==> src/rtl/mem_arbiter.sv <==
// mem_arbiter: shares one valid/ready data-memory port between the IFU (word
// fetches) and the LSU (byte/half/word loads and stores), round-robin on a tie.
// Latency: accept at edge 0, rvalid in cycle 3 with zero-wait memory; faulty
// requests answer in cycle 1 without touching memory.
// Backpressure: one transaction in flight; ready only in IDLE; the loser keeps
// its valid high; responses cannot be stalled.
//
// Ports:
//   clk, rst                       clock, async active-high reset
//   ifu_valid/addr/ready           IFU fetch request handshake
//   ifu_rvalid/rdata/err           IFU response (one-cycle pulse, held data)
//   lsu_valid/we/ctr/addr/wdata    LSU request; ctr selects size and sign
//   lsu_ready                      LSU request accepted
//   lsu_rvalid/rdata/err           LSU response (rdata extended, 0 for stores)
//   mem_valid/ready                memory request handshake
//   mem_we/addr/wdata/wmask        word-aligned request with byte enables
//   mem_rvalid/rdata               memory read data / write ack
module mem_arbiter (
   input  logic        clk,
   input  logic        rst,
   input  logic        ifu_valid,
   input  logic [31:0] ifu_addr,
   output logic        ifu_ready,
   output logic        ifu_rvalid,
   output logic [31:0] ifu_rdata,
   output logic        ifu_err,
   input  logic        lsu_valid,
   input  logic        lsu_we,
   input  logic [2:0]  lsu_ctr,
   input  logic [31:0] lsu_addr,
   input  logic [31:0] lsu_wdata,
   output logic        lsu_ready,
   output logic        lsu_rvalid,
   output logic [31:0] lsu_rdata,
   output logic        lsu_err,
   output logic        mem_valid,
   input  logic        mem_ready,
   output logic        mem_we,
   output logic [31:0] mem_addr,
   output logic [31:0] mem_wdata,
   output logic [3:0]  mem_wmask,
   input  logic        mem_rvalid,
   input  logic [31:0] mem_rdata
);

   typedef enum logic [1:0] {
      S_IDLE,
      S_ISSUE,
      S_WAIT,
      S_RESP
   } state_t;

   state_t      r_state;
   state_t      w_next;

   // Arbitration and latched request
   logic        r_last_lsu;   // 1 = LSU was granted last; resets to IFU
   logic        r_owner_lsu;  // owner of the transaction in flight
   logic        r_we;
   logic [2:0]  r_ctr;
   logic [1:0]  r_off;
   logic        r_mem_we;
   logic [31:0] r_mem_addr;
   logic [31:0] r_mem_wdata;
   logic [3:0]  r_mem_wmask;

   // Registered responses, held until the owner's next response
   logic [31:0] r_ifu_rdata;
   logic        r_ifu_err;
   logic [31:0] r_lsu_rdata;
   logic        r_lsu_err;

   logic        w_idle;
   logic        w_gnt_lsu;
   logic        w_gnt_ifu;
   logic        w_accept;
   logic [31:0] w_req_addr;
   logic        w_req_we;
   logic [2:0]  w_req_ctr;
   logic        w_ctr_bad;
   logic        w_lsu_fault;
   logic        w_ifu_fault;
   logic        w_req_fault;
   logic [3:0]  w_st_mask;
   logic [31:0] w_st_dat;
   logic [31:0] w_ld_shift;
   logic [31:0] w_ld_dat;

   // ------------------------------------------------------------------
   // Grant: a lone requester wins; on a tie the one not granted last wins.
   // ------------------------------------------------------------------
   assign w_idle    = (r_state == S_IDLE);
   assign w_gnt_lsu = w_idle & lsu_valid & (~ifu_valid | ~r_last_lsu);
   assign w_gnt_ifu = w_idle & ifu_valid & ~w_gnt_lsu;
   assign w_accept  = w_gnt_lsu | w_gnt_ifu;

   // IFU requests are treated as aligned word loads.
   assign w_req_addr = w_gnt_lsu ? lsu_addr : ifu_addr;
   assign w_req_we   = w_gnt_lsu & lsu_we;
   assign w_req_ctr  = w_gnt_lsu ? lsu_ctr : 3'b010;

   // ------------------------------------------------------------------
   // Fault detection: illegal size code or misaligned half/word access.
   // ------------------------------------------------------------------
   assign w_ctr_bad   = (lsu_ctr == 3'b011) | (lsu_ctr == 3'b110) |
                        (lsu_ctr == 3'b111);
   assign w_lsu_fault = w_ctr_bad |
                        ((lsu_ctr[1:0] == 2'b01) & lsu_addr[0]) |
                        ((lsu_ctr[1:0] == 2'b10) & (lsu_addr[1:0] != 2'b00));
   assign w_ifu_fault = (ifu_addr[1:0] != 2'b00);
   assign w_req_fault = w_gnt_lsu ? w_lsu_fault : w_ifu_fault;

   // ------------------------------------------------------------------
   // Store encoding: replicate the data across the word so the byte
   // enables alone pick the lane.
   // ------------------------------------------------------------------
   always_comb begin
      w_st_mask = 4'b1111;
      w_st_dat  = lsu_wdata;
      case (lsu_ctr[1:0])
         2'b00: begin
            w_st_mask = 4'b0001 << lsu_addr[1:0];
            w_st_dat  = {4{lsu_wdata[7:0]}};
         end
         2'b01: begin
            w_st_mask = 4'b0011 << lsu_addr[1:0];
            w_st_dat  = {2{lsu_wdata[15:0]}};
         end
         default: begin
            w_st_mask = 4'b1111;
            w_st_dat  = lsu_wdata;
         end
      endcase
   end

   // ------------------------------------------------------------------
   // Load decode: shift the addressed lane down, then sign/zero extend.
   // ------------------------------------------------------------------
   assign w_ld_shift = mem_rdata >> {r_off, 3'b000};

   always_comb begin
      w_ld_dat = w_ld_shift;
      case (r_ctr)
         3'b000:  w_ld_dat = {{24{w_ld_shift[7]}},  w_ld_shift[7:0]};
         3'b001:  w_ld_dat = {{16{w_ld_shift[15]}}, w_ld_shift[15:0]};
         3'b100:  w_ld_dat = {24'h000000, w_ld_shift[7:0]};
         3'b101:  w_ld_dat = {16'h0000,   w_ld_shift[15:0]};
         default: w_ld_dat = w_ld_shift;
      endcase
      if (r_we) begin
         w_ld_dat = 32'h0000_0000;
      end
   end

   // ------------------------------------------------------------------
   // FSM state register
   // ------------------------------------------------------------------
   always_ff @(posedge clk or posedge rst) begin
      if (rst) begin
         r_state <= S_IDLE;
      end else begin
         r_state <= w_next;
      end
   end

   // ------------------------------------------------------------------
   // FSM next state and handshake outputs. Outputs depend only on the
   // state register and request valids, so reset drops them at once.
   // ------------------------------------------------------------------
   always_comb begin
      w_next     = r_state;
      ifu_ready  = 1'b0;
      lsu_ready  = 1'b0;
      mem_valid  = 1'b0;
      ifu_rvalid = 1'b0;
      lsu_rvalid = 1'b0;
      case (r_state)
         S_IDLE: begin
            ifu_ready = w_gnt_ifu;
            lsu_ready = w_gnt_lsu;
            if (w_accept) begin
               w_next = w_req_fault ? S_RESP : S_ISSUE;
            end
         end
         S_ISSUE: begin
            mem_valid = 1'b1;
            if (mem_ready) begin
               w_next = S_WAIT;
            end
         end
         S_WAIT: begin
            if (mem_rvalid) begin
               w_next = S_RESP;
            end
         end
         S_RESP: begin
            ifu_rvalid = ~r_owner_lsu;
            lsu_rvalid = r_owner_lsu;
            w_next     = S_IDLE;
         end
         default: w_next = S_IDLE;
      endcase
   end

   // ------------------------------------------------------------------
   // Request latch and response capture. Response registers are written
   // on the edge that enters RESP, so data and rvalid appear together.
   // ------------------------------------------------------------------
   always_ff @(posedge clk or posedge rst) begin
      if (rst) begin
         r_last_lsu  <= 1'b0;
         r_owner_lsu <= 1'b0;
         r_we        <= 1'b0;
         r_ctr       <= 3'b000;
         r_off       <= 2'b00;
         r_mem_we    <= 1'b0;
         r_mem_addr  <= 32'h0000_0000;
         r_mem_wdata <= 32'h0000_0000;
         r_mem_wmask <= 4'b0000;
         r_ifu_rdata <= 32'h0000_0000;
         r_ifu_err   <= 1'b0;
         r_lsu_rdata <= 32'h0000_0000;
         r_lsu_err   <= 1'b0;
      end else begin
         if (w_accept) begin
            r_last_lsu  <= w_gnt_lsu;
            r_owner_lsu <= w_gnt_lsu;
            r_we        <= w_req_we;
            r_ctr       <= w_req_ctr;
            r_off       <= w_req_addr[1:0];
            r_mem_we    <= w_req_we;
            r_mem_addr  <= {w_req_addr[31:2], 2'b00};
            r_mem_wdata <= w_req_we ? w_st_dat : 32'h0000_0000;
            r_mem_wmask <= w_req_we ? w_st_mask : 4'b0000;
            // Faulty requests skip memory and answer on the next cycle.
            if (w_req_fault) begin
               if (w_gnt_lsu) begin
                  r_lsu_err   <= 1'b1;
                  r_lsu_rdata <= 32'h0000_0000;
               end else begin
                  r_ifu_err   <= 1'b1;
                  r_ifu_rdata <= 32'h0000_0000;
               end
            end
         end
         if ((r_state == S_WAIT) && mem_rvalid) begin
            if (r_owner_lsu) begin
               r_lsu_rdata <= w_ld_dat;
               r_lsu_err   <= 1'b0;
            end else begin
               r_ifu_rdata <= mem_rdata;
               r_ifu_err   <= 1'b0;
            end
         end
      end
   end

   assign mem_we    = r_mem_we;
   assign mem_addr  = r_mem_addr;
   assign mem_wdata = r_mem_wdata;
   assign mem_wmask = r_mem_wmask;
   assign ifu_rdata = r_ifu_rdata;
   assign ifu_err   = r_ifu_err;
   assign lsu_rdata = r_lsu_rdata;
   assign lsu_err   = r_lsu_err;

endmodule

==> config.mk <==
export PLATFORM = sky130hd
export DESIGN_NAME = mem_arbiter
export DESIGN_NICKNAME = d
export VERILOG_FILES = /design/src/rtl/mem_arbiter.sv
export SDC_FILE = /design/constraint.sdc
export NUM_CORES = 1
export LEC_CHECK = 0
export ABC_AREA = 1
export ABC_CLOCK_PERIOD_IN_PS = 7000
export CORE_MARGIN = 8
export CORE_UTILIZATION = 44
export DETAILED_ROUTE_END_ITERATION = 16
export GPL_TIMING_DRIVEN = 0
export PLACE_DENSITY = 0.82
export SYNTH_ARGS = -nofsm -noshare
export SYNTH_HDL_FRONTEND = slang
export SYNTH_SLANG_ARGS = --single-unit
==> constraint.sdc <==
create_clock -name clk -period 7 [get_ports clk]
set_clock_uncertainty 0.2 [all_clocks]
set_input_delay 1.4 -clock clk [delete_from_list [all_inputs] [get_ports clk]]
set_output_delay 1.4 -clock clk [all_outputs]
set_load 0.02 [all_outputs]
==> results of run 1 <==
-- synthesized netlist by cell type --
| master | n | area share |
|---|---|---|
| clkinv_1 | 2 | 0.0011 |
| a21oi_1 | 17 | 0.012 |
| nor3_1 | 8 | 0.0059 |
| inv_2 | 6 | 0.0033 |
| buf_1 | 2 | 0.0011 |
| o21ai_0 | 87 | 0.064 |
| o221ai_1 | 2 | 0.0026 |
| o31ai_1 | 2 | 0.0022 |
| nor2_2 | 2 | 0.0018 |
| a22oi_1 | 1 | 0.0011 |
| inv_1 | 51 | 0.028 |
| buf_2 | 16 | 0.012 |
| buf_6 | 3 | 0.0050 |
| a22o_1 | 7 | 0.0090 |
| a21oi_4 | 1 | 0.0024 |
| a21boi_1 | 1 | 0.0011 |
| nor2_4 | 1 | 0.0017 |
| dfrtp_1 | 141 | 0.52 |
| o21ai_1 | 7 | 0.0051 |
| nand2_1 | 268 | 0.15 |
| nand3_2 | 4 | 0.0059 |
| nand2_2 | 2 | 0.0018 |
| ha_1 | 5 | 0.0092 |
| buf_4 | 8 | 0.0088 |
| o22ai_1 | 7 | 0.0064 |
| o21ai_2 | 1 | 0.0013 |
| nand3_1 | 152 | 0.11 |
| clkbuf_1 | 26 | 0.014 |
| conb_1 | 1 | 0.00055 |
| nor2_1 | 26 | 0.014 |
-- cell families after synthesis --
logic type,Yosys count,share of synthesized area
simple gates,463,0.2909
flops,141,0.5182
compound gates,133,0.1077
buf+inv,114,0.07350
fa+ha+maj,5,0.009188
other cells,1,0.0005507
-- state kept, by name (all words and copies together), names as in the netlist --
register and cells:
mem_wdata 32, ifu_rdata 32, mem_we 1, mem_addr 30, r_ctr 3, mem_wmask 4, lsu_err 1, lsu_rdata 32
r_owner_lsu 1, r_state 2, r_off 2, ifu_err 1
-- power by group through the flow --
stage               Sequential (mW)  Clock [mW]  Combinational (mW)
floorplan                      1.81           0               0.852
global placement               1.40           0                2.38
detailed placement             1.41           0                2.41
CTS                            1.40       0.924                2.43
global route                   1.44       0.960                2.61
finish                         1.40       0.914                2.41
-- final timing paths --
kind                            depth (start not counted)                startpoint                       end  slack (ps)
worst min register to register                          2  mem_addr[30]$_DFFE_PP0N_  mem_addr[30]$_DFFE_PP0N_         280
worst max register to register                          8    r_state[1]$_DFFE_PP0P_    lsu_rdata[3]$_DFF_PP0_        4680
worst min-delay path                                    2  mem_addr[30]$_DFFE_PP0N_  mem_addr[30]$_DFFE_PP0N_         280
max in group asynchronous                               3                       rst  mem_addr[18]$_DFFE_PP0N_        4610
worst max-delay path                                    5                 lsu_valid                 lsu_ready        1940
min in group asynchronous                               2                       rst   ifu_rdata[12]$_DFF_PP0_        1160
-- per-layer routing --
| metal | up-vias | track usage |
|---|---|---|
| li1 | 3411 | - |
| met1 | 3354 | 0.2875 |
| met2 | 332 | 0.4316 |
| met3 | 53 | 0.09412 |
| met4 | 0 | 0.1154 |
| met5 | - | 0 |
-- per-stage QoR --
step	instances	cell area, um2	util	worst slack [ps]
after floorplan	858	6813	-	1619
after global placement	1320	9791	0.6464	-293.1
after detailed placement	1321	9823	0.6486	1964
after CTS	1353	10420	0.6880	1951
after global routing	1353	10420	0.6880	1862
final	1353	10420	0.6880	1942
-- final cells by class --
type	instances	area, um2	share of cell area
flip-flops and latches	141	3528	0.3386
clock buffers	18	439.2	0.04215
well taps	188	235.2	0.02257
multi-input cells	603	2784	0.2672
inverters	59	226.5	0.02173
clock inverters	14	157.7	0.01513
plain buffers	55	279.0	0.02678
repair buffers	275	2770	0.2659
-- critical path: stages --
cell	delay (ps)
clkdlybuf4s50_1	520
nand2_1	110
a21oi_4	330
clkbuf_1	410
clkdlybuf4s50_1	690
==> qor.txt, run 1 <==
Synth Warn #: 0
Maximum clock rate: 197.7 MHz
Drt drc: 0
DP HPWL: 19970 um
Initial antenna violation count: 0
Layout cells sized above 1: 0.06695
Pint: 2.752 mW
Vias in the first global route: 7361
Sw Ratio: 0.4179
Die X: 140.4 um
Final Hold Fails: 0
Crit-path max FO: 10
Via count: 7150
Post-CTS sizing: 0
ANT cells: 0
Depth of the CTS H-tree: 4
Max-cap violations: 0
Most frequent cells in the layout: 274 x clkdlybuf4s50_1, 268 x nand2_1, 152 x nand3_1, 141 x dfrtp_1, 87 x o21ai_0
Period utilisation layout: 0.7225
Comb power frac: 0.510
Placer Congestion: 0.9708
Vias per cell: 5.285
Core region area: 0.01515 mm2
Proportion of power drawn by the clock network: 0.193
Maximum VDD drop: 260.9 uV
Final Hold Slack: 281.2 ps
Final setup viols: 0
CTS Buf Count: 17
Buffers on Ports: 274
LEAKAGE: 4.920 nW
WP data arrival: 3460 ps
Status: complete, no violations
Sequential area share after synthesis: 0.5182
Sink Count: 141
RSZ-0062 raised after global routing: no
DIE HEIGHT: 140.4 um
Fillers: 1214
DR iter-0 viols: 533
Clock buffer depth: 2
CTS tree: yes
Unique masters post-synth: 30
Commonest non-fill, non-tap cell in the layout: clkdlybuf4s50_1
Syn Inst Count: 857
Met2 WL: 12340 um
First-pass GRT wire length: 39680 um
Cts hold-fix bufs: 0
Wl on met1: 9540 um
Pwr dens: 453.7 mW/mm2
Worst-Skew Late Latency: 420 ps
# nets final: 1295
Pwr Total: 4.727 mW
Worst path required time: 5400 ps
Area Overhead vs Synth: 53.03%
Top Metal Used: met4
Switching Power: 1.976 mW
Syn_area_per_cell: 7.945 um2
CP Class: in -> out
Site Rows: 45
Fin crit period: 5058 ps
GRT overflow: 0
I/O Pins: 278
Total wire length: 25270 um
Kind of end point of the critical path: primary output
Post-DRT Antenna Nets: 0
Total Routing Usage GR: 0.2572
DR WL/cell: 18.68 um
Worst-Margin Slew: 543.6 ps
Slew Viols, Final: 0
Met3 routed WL: 2522 um
Pin count of the biggest net entering global routing: 98
Slew margin rel.: 0.6376
Clk Tree Root Cell: clkbuf_16
Drt first pass iters: 5
Final setup TNS: 0 ps
Flop pwr share: 0.297
Initial Utilization: 0.4496
Flop and latch count out of synthesis: 141
Critical path startpoint category: input pin
Clk slew on worst S/H paths: 60 ps
Total setup buffers inserted after CTS: 0
Die Area: 0.01971 mm2
Worst hold path type: reg -> reg
Netlist Area Pre-Place: 0.006809 mm2
Power figures use the tool's default switching activity.
==> inputs of run 2 (changes only) <==
Settings changed: ABC_CLOCK_PERIOD_IN_PS 7000 to 5030.
Clock period 7 ns to 5.03 ns, I/O delays scaled along.
==> results of run 2 <==
Same layout as run 1 (identical final DEF). Status: complete, no violations.
Main changes from that run: setup slack after placement 1964 ps -> 781.8 ps; setup slack after layout 1942 ps -> 760.3 ps; register-to-register setup slack 4680 ps -> 2710 ps; total power 4.727 mW -> 6.579 mW; worst IR drop on VDD 260.9 uV -> 363.1 uV
==> inputs of run 3 (changes only) <==
Settings changed: ABC_CLOCK_PERIOD_IN_PS 5030 to 4000.
Clock period 5.03 ns to 4 ns, I/O delays scaled along.
==> run 3 against run 2 <==
Effect of this change:
- core utilization rose by 0.52 points
- highest routed layer is now met5
- global-route usage grew 0.15 points
- non-clock buffer count rose by 3
- sequential share of layout area fell by 0.25 points
- worst hold slack about the same
- largest cell class unchanged
- worst setup slack got worse by 570 ps
- via count is 1.8% higher
- final cell count up 0.22%
- combinational power rose by 26%
==> qor.txt, run 3 (synthesized netlist as in run 1, its figures left out) <==
Status: complete, no violations
Worst hold path depth: 2
Initial Utilization: 0.4496
Initial antenna violation count: 2
Total wire length: 25210 um
Drt first pass iters: 6
First-pass GRT wire length: 39610 um
Period utilisation layout: 0.9513
Post-DRT Antenna Nets: 0
Worst-Skew Late Latency: 420 ps
Site Rows: 45
Pin count of the biggest net entering global routing: 37
Via count: 7276
HP Start: mem_addr[18]$_DFFE_PP0N_
Slew Viols, Final: 0
Max-cap violations: 0
RR Startpoint: r_state[1]$_DFFE_PP0P_
WP data arrival: 2810 ps
CTS Buf Count: 17
Pwr Total: 8.365 mW
Hold EP: mem_addr[18]$_DFFE_PP0N_
Final setup viols: 0
Buffers on Ports: 274
Drt drc: 0
Maximum VDD drop: 438.7 uV
Worst hold path type: reg -> reg
Maximum clock rate: 262.8 MHz
Pwr dens: 796.7 mW/mm2
Core region area: 0.01515 mm2
Vias in the first global route: 7335
Layout cells sized above 1: 0.06849
ANT cells: 0
Total Routing Usage GR: 0.2587
Reg2reg path depth: 8
DP HPWL: 20000 um
DR WL/cell: 18.59 um
Die X: 140.4 um
Final setup TNS: 0 ps
Total setup buffers inserted after CTS: 0
DIE HEIGHT: 140.4 um
Dpl ws: 170.2 ps
Final Hold Slack: 280.7 ps
Area Overhead vs Synth: 54.19%
Sink Count: 141
Crit-path max FO: 10
Multi-input logic area: 0.002784 mm2
Final Hold Fails: 0
# nets final: 1298
Worst path required time: 3000 ps
CTS tree: yes
LEAKAGE: 4.937 nW
Core Util, Final: 0.6932
DR iter-0 viols: 539
Kind of end point of the critical path: primary output
Most frequent cells in the layout: 274 x clkdlybuf4s50_1, 268 x nand2_1, 152 x nand3_1, 141 x dfrtp_1, 87 x o21ai_0
Worst r2r dst: lsu_rdata[5]$_DFF_PP0_
Worst-Margin Slew: 606.0 ps
Clk slew on worst S/H paths: 60 ps
RSZ-0062 raised after global routing: no
Final worst slack: 194.9 ps
Clk Tree Root Cell: clkbuf_16
GRT overflow: 0
CP Class: in -> out
Reg2Reg Setup Slack: 1710 ps
I/O Pins: 278
Commonest non-fill, non-tap cell in the layout: clkdlybuf4s50_1
Fin crit period: 3805 ps
Placer Congestion: 0.8954
Critical path startpoint category: input pin
Fillers: 1194
Cts hold-fix bufs: 0
Register area: 0.003528 mm2
Depth of the CTS H-tree: 4
Vias per cell: 5.366
Clock buffer depth: 2
Post-CTS sizing: 0
Die Area: 0.01971 mm2
Slew margin rel.: 0.5960
-- run 3: stage by stage --
step / instances / cell area [um2]
floorplan: 858 / 6817
global placement: 1320 / 9794
detailed placement: 1324 / 9874
CTS: 1356 / 10500
global route: 1356 / 10500
finish: 1356 / 10500
-- run 3: critical path, stage by stage --
cell and delay (ps):
clkdlybuf4s50_1 510, nand2_1 100, a21oi_4 300, clkbuf_1 400
clkdlybuf4s50_1 690
-- run 3: per-layer routing --
metal	track usage	share of wire	vias up
li1	-	-	3422
met1	0.2864	0.37	3394
met2	0.4390	0.49	395
met3	0.09548	0.10	61
met4	0.1114	0.033	4
met5	0	0.0011	-
-- run 3: layout make-up --
type	instances	area share
clock buffer	18	0.04088
clock inverter	14	0.01859
timing repair buffer	278	0.2689
inverter	59	0.02145
sequential	141	0.3361
tap	188	0.02241
buffer	55	0.02658
multi-input combinational	603	0.2652
-- run 3: worst max path at each step --
stage	startpoint	slack [ps]	end
finish	lsu_valid	190	lsu_ready
global route	r_state[0]$_DFFE_PP0P_	70	lsu_ready
CTS	lsu_valid	180	lsu_ready
detailed placement	lsu_valid	170	lsu_ready
global placement	rst	-30	lsu_rdata[26]$_DFF_PP0_
floorplan	rst	1240	ifu_err$_DFF_PP0_
-- run 3: power by group --
part	internal, mW	leakage (nW)	total [mW]	switching [mW]
Clock	1.04	0.280	1.68	0.638
Combinational	1.80	2.83	4.23	2.42
Sequential	2.07	1.83	2.46	0.383
Total	4.92	4.94	8.36	3.45
